`config.mk`:
```
export PLATFORM = sky130hd
export DESIGN_NAME = rs232_tx_arbiter
export DESIGN_NICKNAME = d
export VERILOG_FILES = /design/src/rtl/rs232_pkg.sv /design/src/rtl/rs232_rr_arbiter.sv /design/src/rtl/rs232_tx_arbiter.sv
export SDC_FILE = /design/constraint.sdc
export NUM_CORES = 1
export LEC_CHECK = 0
export CAP_MARGIN = 20
export CELL_PAD_IN_SITES_DETAIL_PLACEMENT = 0
export CELL_PAD_IN_SITES_GLOBAL_PLACEMENT = 1
export CORE_ASPECT_RATIO = 1.25
export CORE_MARGIN = 2
export CORE_UTILIZATION = 43
export DETAILED_ROUTE_END_ITERATION = 7
export DONT_BUFFER_PORTS = 1
export PLACE_DENSITY_LB_ADDON = 0.12
export SLEW_MARGIN = 20
export SYNTH_ARGS = -nofsm -noshare
export SYNTH_HDL_FRONTEND = slang
export SYNTH_SLANG_ARGS = --single-unit
```
`constraint.sdc`:
```
create_clock -name clk_i -period 2.1 [get_ports clk_i]
set_clock_uncertainty 0.2 [all_clocks]
set_input_delay 0.525 -clock clk_i [delete_from_list [all_inputs] [get_ports clk_i]]
set_output_delay 0.525 -clock clk_i [all_outputs]
set_load 0.05 [all_outputs]
```
`src/rtl/rs232_pkg.sv`:
```
// Shared types and constants for the RS-232 transmit arbiter.
package rs232_pkg;

    // Payload bits per frame and stop bits appended after data/parity.
    localparam int unsigned DATA_W    = 8;
    localparam int unsigned STOP_BITS = 1;

    // Framing states; PARITY is only reachable when parity is compiled in.
    typedef enum logic [2:0] {
        IDLE   = 3'd0,
        START  = 3'd1,
        DATA   = 3'd2,
        PARITY = 3'd3,
        STOP   = 3'd4
    } tx_state_e;

    // Clock cycles per bit, truncating.
    function automatic int unsigned calc_div(input int unsigned clk_hz,
                                             input int unsigned baud);
        return clk_hz / baud;
    endfunction

endpackage

```
`src/rtl/rs232_rr_arbiter.sv`:
```
// Combinational round-robin pick: first valid requester after the last grant.
module rs232_rr_arbiter
    import rs232_pkg::*;
#(
    parameter int unsigned NUM_REQ = 2
) (
    input  logic [NUM_REQ-1:0]         valid_i,
    input  logic [$clog2(NUM_REQ)-1:0] last_i,
    output logic [NUM_REQ-1:0]         onehot_c_o,
    output logic [$clog2(NUM_REQ)-1:0] idx_c_o
);

    localparam int unsigned IW = $clog2(NUM_REQ);

    logic          found;
    logic [IW-1:0] cand;

    // Scan (last+1) .. (last+NUM_REQ) modulo NUM_REQ; the first hit wins.
    always_comb begin
        onehot_c_o = '0;
        idx_c_o    = '0;
        found      = 1'b0;
        cand       = '0;
        for (int unsigned off = 1; off <= NUM_REQ; off++) begin
            cand = IW'((32'(last_i) + off) % NUM_REQ);
            if (!found && valid_i[cand]) begin
                found            = 1'b1;
                onehot_c_o[cand] = 1'b1;
                idx_c_o          = cand;
            end
        end
    end

endmodule

```
`src/rtl/rs232_tx_arbiter.sv`:
```
// Round-robin shared RS-232 transmitter, LSB-first framing at BAUD.
// Define RS232_PARITY_EN to insert an even-parity bit (8E1); default is 8N1.
module rs232_tx_arbiter
    import rs232_pkg::*;
#(
    parameter int unsigned CLK_HZ  = 1000000,
    parameter int unsigned BAUD    = 9600,
    parameter int unsigned NUM_REQ = 2
) (
    input  logic                         clk_i,
    input  logic                         rst_i,
    input  logic [NUM_REQ-1:0]           req_valid_i,
    input  logic [8*NUM_REQ-1:0]         req_data_i,
    output logic [NUM_REQ-1:0]           req_ready_o,
    output logic [$clog2(NUM_REQ)-1:0]   grant_o,
    output logic                         busy_o,
    output logic                         TXD_o
);

    localparam int unsigned DIV = calc_div(CLK_HZ, BAUD);
    localparam int unsigned IW  = $clog2(NUM_REQ);
    localparam int unsigned CW  = (DIV > 1) ? $clog2(DIV) : 1;
    localparam int unsigned BW  = $clog2(DATA_W);

    tx_state_e           state_q, state_d;
    logic [CW-1:0]       cnt_q, cnt_d;
    logic [BW-1:0]       bit_q, bit_d;
    logic [DATA_W-1:0]   shift_q, shift_d;
    logic [IW-1:0]       grant_q, grant_d;
    logic                busy_q, busy_d;
    logic [NUM_REQ-1:0]  ready_q, ready_d;
    logic                txd_q, txd_d;
`ifdef RS232_PARITY_EN
    logic                parity_q, parity_d;
`endif

    logic [DATA_W-1:0]   req_bytes [NUM_REQ];
    logic [NUM_REQ-1:0]  win_onehot;
    logic [IW-1:0]       win_idx;
    logic [DATA_W-1:0]   win_data;
    logic                bit_end;

    // Split the flat data bus into one byte per requester.
    for (genvar g = 0; g < NUM_REQ; g++) begin : g_bytes
        assign req_bytes[g] = req_data_i[g*DATA_W +: DATA_W];
    end

    rs232_rr_arbiter #(
        .NUM_REQ    (NUM_REQ)
    ) u_arb (
        .valid_i    (req_valid_i),
        .last_i     (grant_q),
        .onehot_c_o (win_onehot),
        .idx_c_o    (win_idx)
    );

    assign win_data = req_bytes[win_idx];
    assign bit_end  = (cnt_q == CW'(DIV - 1));

    // Next-state, counters, shifter and the registered line value.
    always_comb begin
        state_d  = state_q;
        cnt_d    = cnt_q;
        bit_d    = bit_q;
        shift_d  = shift_q;
        grant_d  = grant_q;
        busy_d   = busy_q;
        ready_d  = '0;
        txd_d    = 1'b1;
`ifdef RS232_PARITY_EN
        parity_d = parity_q;
`endif

        // Baud counter free-runs 0..DIV-1 whenever a frame is in flight.
        if (state_q != IDLE) begin
            cnt_d = bit_end ? '0 : cnt_q + CW'(1);
        end

        case (state_q)
            IDLE: begin
                if (|req_valid_i) begin
                    state_d  = START;
                    shift_d  = win_data;
                    grant_d  = win_idx;
                    busy_d   = 1'b1;
                    cnt_d    = '0;
                    bit_d    = '0;
                    ready_d  = win_onehot;
`ifdef RS232_PARITY_EN
                    parity_d = ^win_data;
`endif
                end
            end
            START: begin
                if (bit_end) begin
                    state_d = DATA;
                    bit_d   = '0;
                end
            end
            DATA: begin
                if (bit_end) begin
                    shift_d = shift_q >> 1;
                    if (bit_q == BW'(DATA_W - 1)) begin
                        bit_d = '0;
`ifdef RS232_PARITY_EN
                        state_d = PARITY;
`else
                        state_d = STOP;
`endif
                    end else begin
                        bit_d = bit_q + BW'(1);
                    end
                end
            end
`ifdef RS232_PARITY_EN
            PARITY: begin
                if (bit_end) begin
                    state_d = STOP;
                end
            end
`endif
            STOP: begin
                if (bit_end) begin
                    if (bit_q == BW'(STOP_BITS - 1)) begin
                        state_d = IDLE;
                        busy_d  = 1'b0;
                        bit_d   = '0;
                    end else begin
                        bit_d = bit_q + BW'(1);
                    end
                end
            end
            default: begin
                state_d = IDLE;
                busy_d  = 1'b0;
            end
        endcase

        // Line level follows the state being entered so TXD_o lines up with it.
        case (state_d)
            START:   txd_d = 1'b0;
            DATA:    txd_d = shift_d[0];
`ifdef RS232_PARITY_EN
            PARITY:  txd_d = parity_d;
`endif
            default: txd_d = 1'b1;
        endcase
    end

    // State and datapath registers; reset forces the line idle-high at once.
    always_ff @(posedge clk_i or negedge rst_i) begin
        if (!rst_i) begin
            state_q  <= IDLE;
            cnt_q    <= '0;
            bit_q    <= '0;
            shift_q  <= '0;
            grant_q  <= IW'(NUM_REQ - 1);
            busy_q   <= 1'b0;
            ready_q  <= '0;
            txd_q    <= 1'b1;
`ifdef RS232_PARITY_EN
            parity_q <= 1'b0;
`endif
        end else begin
            state_q  <= state_d;
            cnt_q    <= cnt_d;
            bit_q    <= bit_d;
            shift_q  <= shift_d;
            grant_q  <= grant_d;
            busy_q   <= busy_d;
            ready_q  <= ready_d;
            txd_q    <= txd_d;
`ifdef RS232_PARITY_EN
            parity_q <= parity_d;
`endif
        end
    end

    assign req_ready_o = ready_q;
    assign grant_o     = grant_q;
    assign busy_o      = busy_q;
    assign TXD_o       = txd_q;

endmodule

```
# Word level (Yosys, flattened, before mapping)
# Index checks and enable logic that the tools add are counted.
[word_totals]
regBits = 26
latch_bits = 0
mem_bits_rw = 0
romBits = 0
wordCells = 92
mem_count = 0
[classes]
addsub = 4
multipliers = 0
n_div = 0
magnitude_cmp = 5
eq_ne = 12
shifts = 0
n_mux = 44
bitwise_logic = 3
n_reduce_logical = 15
[ops]
columns = ["cell", "count"]
rows = [
  ["$mux 8", 5],
  ["$mux 3", 12],
  ["$mux 7", 4],
  ["$pmux 3 s4", 2],
  ["$pmux 8 s2", 1],
  ["$mux 1", 12],
  ["$ne 2x2->1 const B", 5],
  ["$mux 2", 4],
  ["$add 7x1->7 const B", 1],
  ["$eq 7x7->1 const B", 1],
  ["$eq 3x1->1 const B", 2],
  ["$eq 3x2->1 const B", 2],
  ["$eq 3x3->1 const B", 2],
  ["$logic_not 3->1", 2],
  ["$reduce_and 5->1", 1],
  ["$lt 1x2->1 const B", 2],
  ["$reduce_and 4->1", 1],
  ["$reduce_bool 4->1", 1],
  ["$reduce_or 2->1", 2],
  ["$add 3x1->3 const B", 1],
  ["$logic_and 1x1->1", 3],
  ["$pmux 1 s3", 1],
  ["$reduce_and 3->1", 1],
  ["$reduce_bool 3->1", 1],
  ["other kinds (11)", 14],
]

# Depth between registers and ports, before layout
# Gate-level depths: netlist of the first run.
[depth]
depth_word = 14
ltp_mapped = 6
ltp_nobuf = 6

# By module
# A second synthesis of the first run with hierarchy kept.
[unflattened]
cells_unflattened = 150
hier_area_um2 = 1488.9
[by_module_without_submodules]
columns = ["mod", "instances", "cells_each", "area_each_um2", "seq_area_each_um2"]
rows = [
  ["rs232_tx_arbiter", 1, 146, 1462.7, 653.1],
  ["rs232_rr_arbiter", 1, 4, 26.3, 0.0],
]

# Least setup slack after synthesis of the first run
# Ideal clock, no wire load.
[synth_path]
path_kind = "register to register"
from = "reg state_q[0]"
to = "reg shift_q[1]"
setup_ns = 0.126
t_arrival_ns = 1.633
required_ns = 1.774
path_slack_ns = 0.141
stages_incl_launch_ff = 6
period_less_slack_ns = 1.959
path_cell_list = "dfrtp_1 > buf_6 > or3b_4 > nor4_4 > nor2_2 > a221o_1"
[synth_via]
elab_chain_cells = 3
elab_cells_between_ends = 7
[synth_lines]
columns = ["element", "line", "text"]
rows = [
  ["start: declaration", "rs232_tx_arbiter.sv:25", "tx_state_e state_q, state_d;"],
  ["start signal: assignment", "rs232_tx_arbiter.sv:165", "state_q <= state_d;"],
  ["$eq 3x2->1 / $logic_not 3->1 (equally long branches)", "rs232_tx_arbiter.sv:79", "case (state_q)"],
  ["$ne 2x2->1 (no source line) / $reduce_bool 2->1 (equally long branches)", "--", ""],
  ["$reduce_and 3->1 (no source line)", "--", ""],
  ["end signal: assignment", "rs232_tx_arbiter.sv:168", "shift_q <= shift_d;"],
  ["end: declaration", "rs232_tx_arbiter.sv:28", "logic [DATA_W-1:0] shift_q, shift_d;"],
]
# Several ways; a longest one is shown, not always the timed one.
# A chain may end at the register's enable or synchronous reset.

# Final worst setup path of the first run
[layout_path]
from = "reg cnt_q[0]"
to = "reg bit_q[0]"
[layout_via]
elab_chain_cells = 3
elab_cells_between_ends = 5
[layout_lines]
columns = ["element", "line", "text"]
rows = [
  ["start: declaration", "rs232_tx_arbiter.sv:26", "logic [CW-1:0] cnt_q, cnt_d;"],
  ["start signal: assignment", "rs232_tx_arbiter.sv:166", "cnt_q <= cnt_d;"],
  ["$eq 7x7->1 *", "rs232_tx_arbiter.sv:58", "assign bit_end = (cnt_q == CW'(DIV - 1));"],
  ["$ne 2x2->1 (no source line)", "--", ""],
  ["$reduce_and 5->1 (no source line) *", "--", ""],
  ["end signal: assignment", "rs232_tx_arbiter.sv:167", "bit_q <= bit_d;"],
  ["end: declaration", "rs232_tx_arbiter.sv:27", "logic [BW-1:0] bit_q, bit_d;"],
]
# Mark *: on every way between the ends. The rest lies on a longest branch, timed or not.

==> results of run 1 <==
## area by class of cell
cell class | instances | area share [%]
clock buffers | 4 | 3.46
inverters | 6 | 1.42
multi-input cells | 104 | 44.5
flip-flops and latches | 26 | 41.1
well taps | 37 | 2.91
repair buffers | 12 | 6.61
## cell usage after synthesis (2+ instances only)
cell	number	area share, %
o21ai_0	12	4.2
nor2_1	11	2.9
a21oi_1	5	1.8
dfstp_2	2	3.7
dfrtp_1	24	42
inv_1	6	1.6
nor3b_1	2	1.1
and3_1	2	0.88
a221o_1	6	4.2
buf_2	3	1.1
nand2_1	13	3.4
o22ai_1	3	1.3
nor3_1	2	0.70
xnor2_1	2	1.2
ha_1	4	3.5
nand2b_1	4	1.8
mux2i_1	9	6.3
a31oi_1	3	1.3
a21o_1	2	1.1
a22oi_1	2	1.1
mux2_2	2	1.6
nand3_1	4	1.4
## flip-flops by register name (all words and copies together) (netlist names)
| signal | cells |
|---|---|
| TXD_o | 1 |
| bit_q | 3 |
| busy_o | 1 |
| cnt_q | 7 |
| grant_o | 1 |
| req_ready_o | 2 |
| shift_q | 8 |
| state_q | 3 |
## metal layers
metal	GRT usage, %	part of all wire [%]	up-vias
met5	0	0	-
met4	5.49	1.3	0
met3	2.46	3.8	5
met2	28.3	50	23
met1	19.7	45	487
li1	-	-	535
## worst max-delay path: cells and delay by family, from the launching register on
family,cells,cell delay (ns)
fa+ha+maj,1,0.25
compound gates,1,0.29
flops,1,0.40
mux,1,0.37
simple gates,2,0.28
## logic make-up after synthesis
logic type | share of synthesized area, %
compound gates | 19.2
xor+xnor | 1.23
fa+ha+maj | 3.52
buf+inv | 4.48
flops | 45.9
mux | 7.91
simple gates | 17.8
## power breakdown
group          internal, W  switching (W)  leakage, nW
Clock             0.000168       0.000157       0.0288
Combinational    0.0000166      0.0000188        0.431
Sequential        0.000500              0        0.317
Total             0.000685       0.000176        0.777
## path summary, 6_finish.rpt
kind / slack, ns / endpoint / depth (start not counted)
setup / recovery: 0.19 / bit_q[0]$_DFFE_PN0P_ / 5
hold / removal: 0.17 / req_ready_o[0]$_DFF_PN0_ / 2
setup reg to reg: 0.19 / bit_q[0]$_DFFE_PN0P_ / 5
hold reg to reg: 0.32 / shift_q[1]$_DFFE_PN0P_ / 1
max in group asynchronous: 0.99 / TXD_o$_DFF_PN1_ / 2
min in group asynchronous: 0.47 / cnt_q[4]$_DFF_PN0_ / 2
## through the flow
| step | hold WS [ns] | power (W) | instances | utilization (%) | setup slack (ns) |
|---|---|---|---|---|---|
| finish | 0.168 | 0.000861 | 189 | 49.7 | 0.194 |
| global route | 0.172 | 0.000900 | 189 | 49.7 | 0.0311 |
| CTS | 0.167 | 0.000867 | 189 | 49.7 | 0.179 |
| detailed placement | 0.0301 | 0.000531 | 183 | 47.1 | 0.197 |
| global placement | 0.0300 | 0.000530 | 183 | 47.1 | 0.207 |
| floorplan | 0.0294 | 0.000526 | 143 | - | 0.141 |
==> impl_metrics.yaml, run 1 <==
cells_and_area:
  multi_input_area_um2: 707
  diodes: 0
  final_cell_mix: "dfrtp_1, nand2_1, o21ai_0"
  drive_gt1_share_pct: 15.8
  areaGrowthSynthToFinish_pct: 11.6
  layout.area.seq_um2: 653
  nNetsFinal: 177
  layout_commonest_cell: "dfrtp_1"
  stdcell_area_mm2: 0.00159
  fillerInstances: 308
logic_synthesis:
  ys_async_sr_fraction_pct: 100
  synthesis.area_mm2: 0.00142
  yosysWarnings: 0
  syn_nets: 167
  synth_seq_cells: 26
  ys_types: 42
  synth_ff_type: "dfrtp_1"
  syn_avg_cell_area_um2: 9.96
  ys_seq_area_share_pct: 45.9
  synth_edf_count: 0
  syn_inst: 143
die:
  fp.dieW_um: 55.5
  die_h_um: 68.3
  ioPinCount: 25
  start_util_pct: 44.6
  num_rows: 23
  core_mm2: 0.00319
  dieArea_mm2: 0.00379
global_route:
  grt_max_degree: 27
  antenna_found_initial: 0
  grt_usage_pct: 15.9
  grt_pass1_vias: 1031
  grt_overflow_total: 0
  grt_pass1_wl_um: 4740
clock_network:
  clk_pin_slew_ns: 0.09
  postCtsSetupRepairBufs: 0
  cts_tree: "done"
  cts_made_buffers: 3
  clock_path_buffers: 2
  postCtsHoldBufs: 2
  h-tree-depth: 1
  clock-sinks: 26
  ctsResizeCount: 0
  clk_latency_ns: 0.27
  ctsRootBufferMaster: "clkbuf_8"
critical_path:
  required_ns: 2.06
  path_cells: "ha_1, nand3_1, nor3_1, a21oi_1, mux2_2"
  cp_slowest_cell: "dfrtp_1"
  worst_setup_path_start_kind: "register"
  cp_slowest_stage_delay_ns: 0.40
  worstPathArrival_ns: 1.87
  crit_fanout: 5
  worstReg2RegStart: "cnt_q[0]$_DFF_PN0_"
  crit_type: "reg2reg"
  cp-startpoint: "cnt_q[0]$_DFF_PN0_"
  end_kind: "register"
timing:
  finalCriticalPeriod_ns: 1.91
  finalMaxSlewViolations: 0
  setup_violations: 0
  timing.slew.headroom_pct: 65.7
  hold_violations: 0
  fin_crit_sh_pct: 90.8
  fmaxAchievable_mhz: 525
  fin_tns_setup_ns: 0
  rsz0062_at_grt: "false"
  max_slew.worst_pin.slew_ns: 0.514
detailed_routing:
  wl_um: 2820
  drtPass1Iterations: 4
  avgRoutedWirePerCell_um: 14.9
  ant_nets: 0
  drtIter0Drc: 20
  viasPerCell: 5.56
  vias: 1050
  drc: 0
min_path:
  worstHoldStart: "req_valid_i[0]"
  hold_path.class: "in2reg"
pwr:
  ir_worst_vdd_uv: 355
  p_leak_nw: 0.777
  powerDensity_mw_per_mm2: 542
flow_run:
  cap_violations: 0
placement:
  place_congestion: 0.756
  io_buffers: 0
  dp_hpwl_um: 2100
  place_area_mm2: 0.00150
outcome:
  status: "completed"
No activity file was read; power rests on OpenSTA's default activity.
==> inputs of run 2 (changes only) <==
--- a/config.mk
+++ b/config.mk
@@ -13,6 +13,7 @@
 export CORE_UTILIZATION = 43
 export DETAILED_ROUTE_END_ITERATION = 7
 export DONT_BUFFER_PORTS = 1
+export GPL_TIMING_DRIVEN = 0
 export PLACE_DENSITY_LB_ADDON = 0.12
 export SLEW_MARGIN = 20
 export SYNTH_ARGS = -nofsm -noshare
==> run 2 against run 1 <==
Compared with the run above: via count up 3.2%; total power up 0.55%; utilization up 0.86 points; final cell count unchanged; sequential share of layout area down 0.70 points; non-clock buffer count unchanged; register-to-register slack worse by 0.06 ns; critical endpoint is now shift_q[3]$_DFFE_PN0P_; wire length up 3.2%; global-route usage up 0.22 points; worst setup slack worse by 0.061 ns; sequential cell count unchanged.
==> impl_metrics.yaml, run 2 (synthesis gave the netlist of run 1 again) <==
die:
  die_h_um: 68.3
  start_util_pct: 44.6
  num_rows: 23
  dieArea_mm2: 0.00379
  ioPinCount: 25
  core_mm2: 0.00319
  fp.dieW_um: 55.5
timing:
  fmaxAchievable_mhz: 508
  finalMaxSlewViolations: 0
  hold_violations: 0
  fin_crit_sh_pct: 93.7
  timing.slew.headroom_pct: 65.6
  max_slew.worst_pin.slew_ns: 0.517
  postLayoutSetupSlackWorst_ns: 0.133
  whs_ns: 0.168
  finalCriticalPeriod_ns: 1.97
  setup_violations: 0
clock_network:
  ctsRootBufferMaster: "clkbuf_8"
  clock_path_buffers: 2
  clock-sinks: 26
  clk_latency_ns: 0.27
  clk_pin_slew_ns: 0.10
  cts_tree: "done"
  h-tree-depth: 1
  cts_made_buffers: 3
cells_and_area:
  diodes: 0
  largest_register: "shift_q"
  areaGrowthSynthToFinish_pct: 13.5
  final_cell_mix: "dfrtp_1, nand2_1, o21ai_0"
  fillerInstances: 306
  stdcell_area_mm2: 0.00162
  drive_gt1_share_pct: 19.1
  multi_input_area_um2: 741
  nNetsFinal: 177
  reg.largest.list: "shift_q (8), cnt_q (7)"
  largest_reg_flops: 8
  layout_commonest_cell: "dfrtp_1"
  layout.area.seq_um2: 653
detailed_routing:
  ant_nets: 0
  drtIter0Drc: 13
  drc: 0
  avgRoutedWirePerCell_um: 15.4
  viasPerCell: 5.74
  wl_um: 2910
  vias: 1084
  drtPass1Iterations: 4
global_route:
  grt_usage_pct: 16.1
  grt_max_degree: 27
  antenna_found_initial: 0
  grt_pass1_vias: 1047
  grt_pass1_wl_um: 4800
  grt_overflow_total: 0
critical_path:
  cp-startpoint: "cnt_q[0]$_DFF_PN0_"
  required_ns: 2.06
  end_kind: "register"
  worst_setup_path_start_kind: "register"
  worstPathArrival_ns: 1.92
  crit_type: "reg2reg"
  crit_fanout: 6
  worstReg2RegStart: "cnt_q[0]$_DFF_PN0_"
placement:
  place_congestion: 0.775
  dp_hpwl_um: 2040
  io_buffers: 0
  dpl_worst_slack_ns: -0.234
  place_area_mm2: 0.00147
flow_run:
  cap_violations: 0
min_path:
  hold_path.class: "in2reg"
  worstHoldStart: "req_valid_i[0]"
pwr:
  p_leak_nw: 0.792
  ir_worst_vdd_uv: 348
  powerDensity_mw_per_mm2: 535
outcome:
  status: "completed"
==> run 2: changes by cell type in the layout (fill, tap and decap cells not counted), sizes merged <==
cell	change
buf	-1
clkbuf	+1
==> run 2: layout make-up <==
class                   instances  area share, %
plain buffers                   6           2.40
flip-flops and latches         26           40.4
well taps                      37           2.86
inverters                       6           1.39
clock buffers                   4           3.41
repair buffers                  6           3.72
multi-input cells             104           45.8
==> run 2: path summary, 6_finish.rpt <==
kind	slack (ns)	to	depth (start not counted)
setup reg to reg	0.13	shift_q[3]$_DFFE_PN0P_	5
hold reg to reg	0.32	shift_q[0]$_DFF_PN0_	2
setup / recovery	0.13	shift_q[3]$_DFFE_PN0P_	5
max in group asynchronous	0.99	TXD_o$_DFF_PN1_	2
min in group asynchronous	0.48	cnt_q[2]$_DFF_PN0_	2
hold / removal	0.17	req_ready_o[0]$_DFF_PN0_	2
==> run 2: what timing repair did <==
| item | in CTS | in global routing |
|---|---|---|
| endpoints found under the hold margin | 26 | 0 |
| pin swaps | 1 | 2 |
| hold buffers | 2 | 0 |
| setup buffers | 3 | 1 |
| gates resized for setup | 2 | 6 |
| setup endpoints to repair | 14 | 13 |
==> run 2: layer usage <==
layer	share of wire, %	vias up	global-route usage, %
met3	3.1	2	2.27
li1	-	537	-
met1	42	522	19.6
met5	0	-	0
met4	1.1	0	6.71
met2	54	23	28.7
==> run 2: where the power goes <==
| group | switching [W] | internal (W) | leakage [nW] |
|---|---|---|---|
| Sequential | 0 | 0.000500 | 0.317 |
| Clock | 0.000164 | 0.000168 | 0.0288 |
| Combinational | 0.0000187 | 0.0000149 | 0.446 |
| Total | 0.000183 | 0.000683 | 0.792 |
==> run 2: worst max-delay path, cell delays in order, from the launching register on <==
cell	delay, ns
dfrtp_1	0.39
ha_1	0.26
nand3_2	0.18
nor4_4	0.39
nor2_2	0.12
a221o_1	0.31
==> run 2: stage by stage <==
stage | std cells | util (%) | total power, W | TNS [ns]
floorplan | 143 | - | 0.000526 | 0
global placement | 180 | 46.0 | 0.000528 | -2.31
detailed placement | 180 | 46.0 | 0.000529 | -2.37
CTS | 189 | 49.7 | 0.000870 | 0
global route | 189 | 50.6 | 0.000887 | -0.0686
finish | 189 | 50.6 | 0.000866 | 0
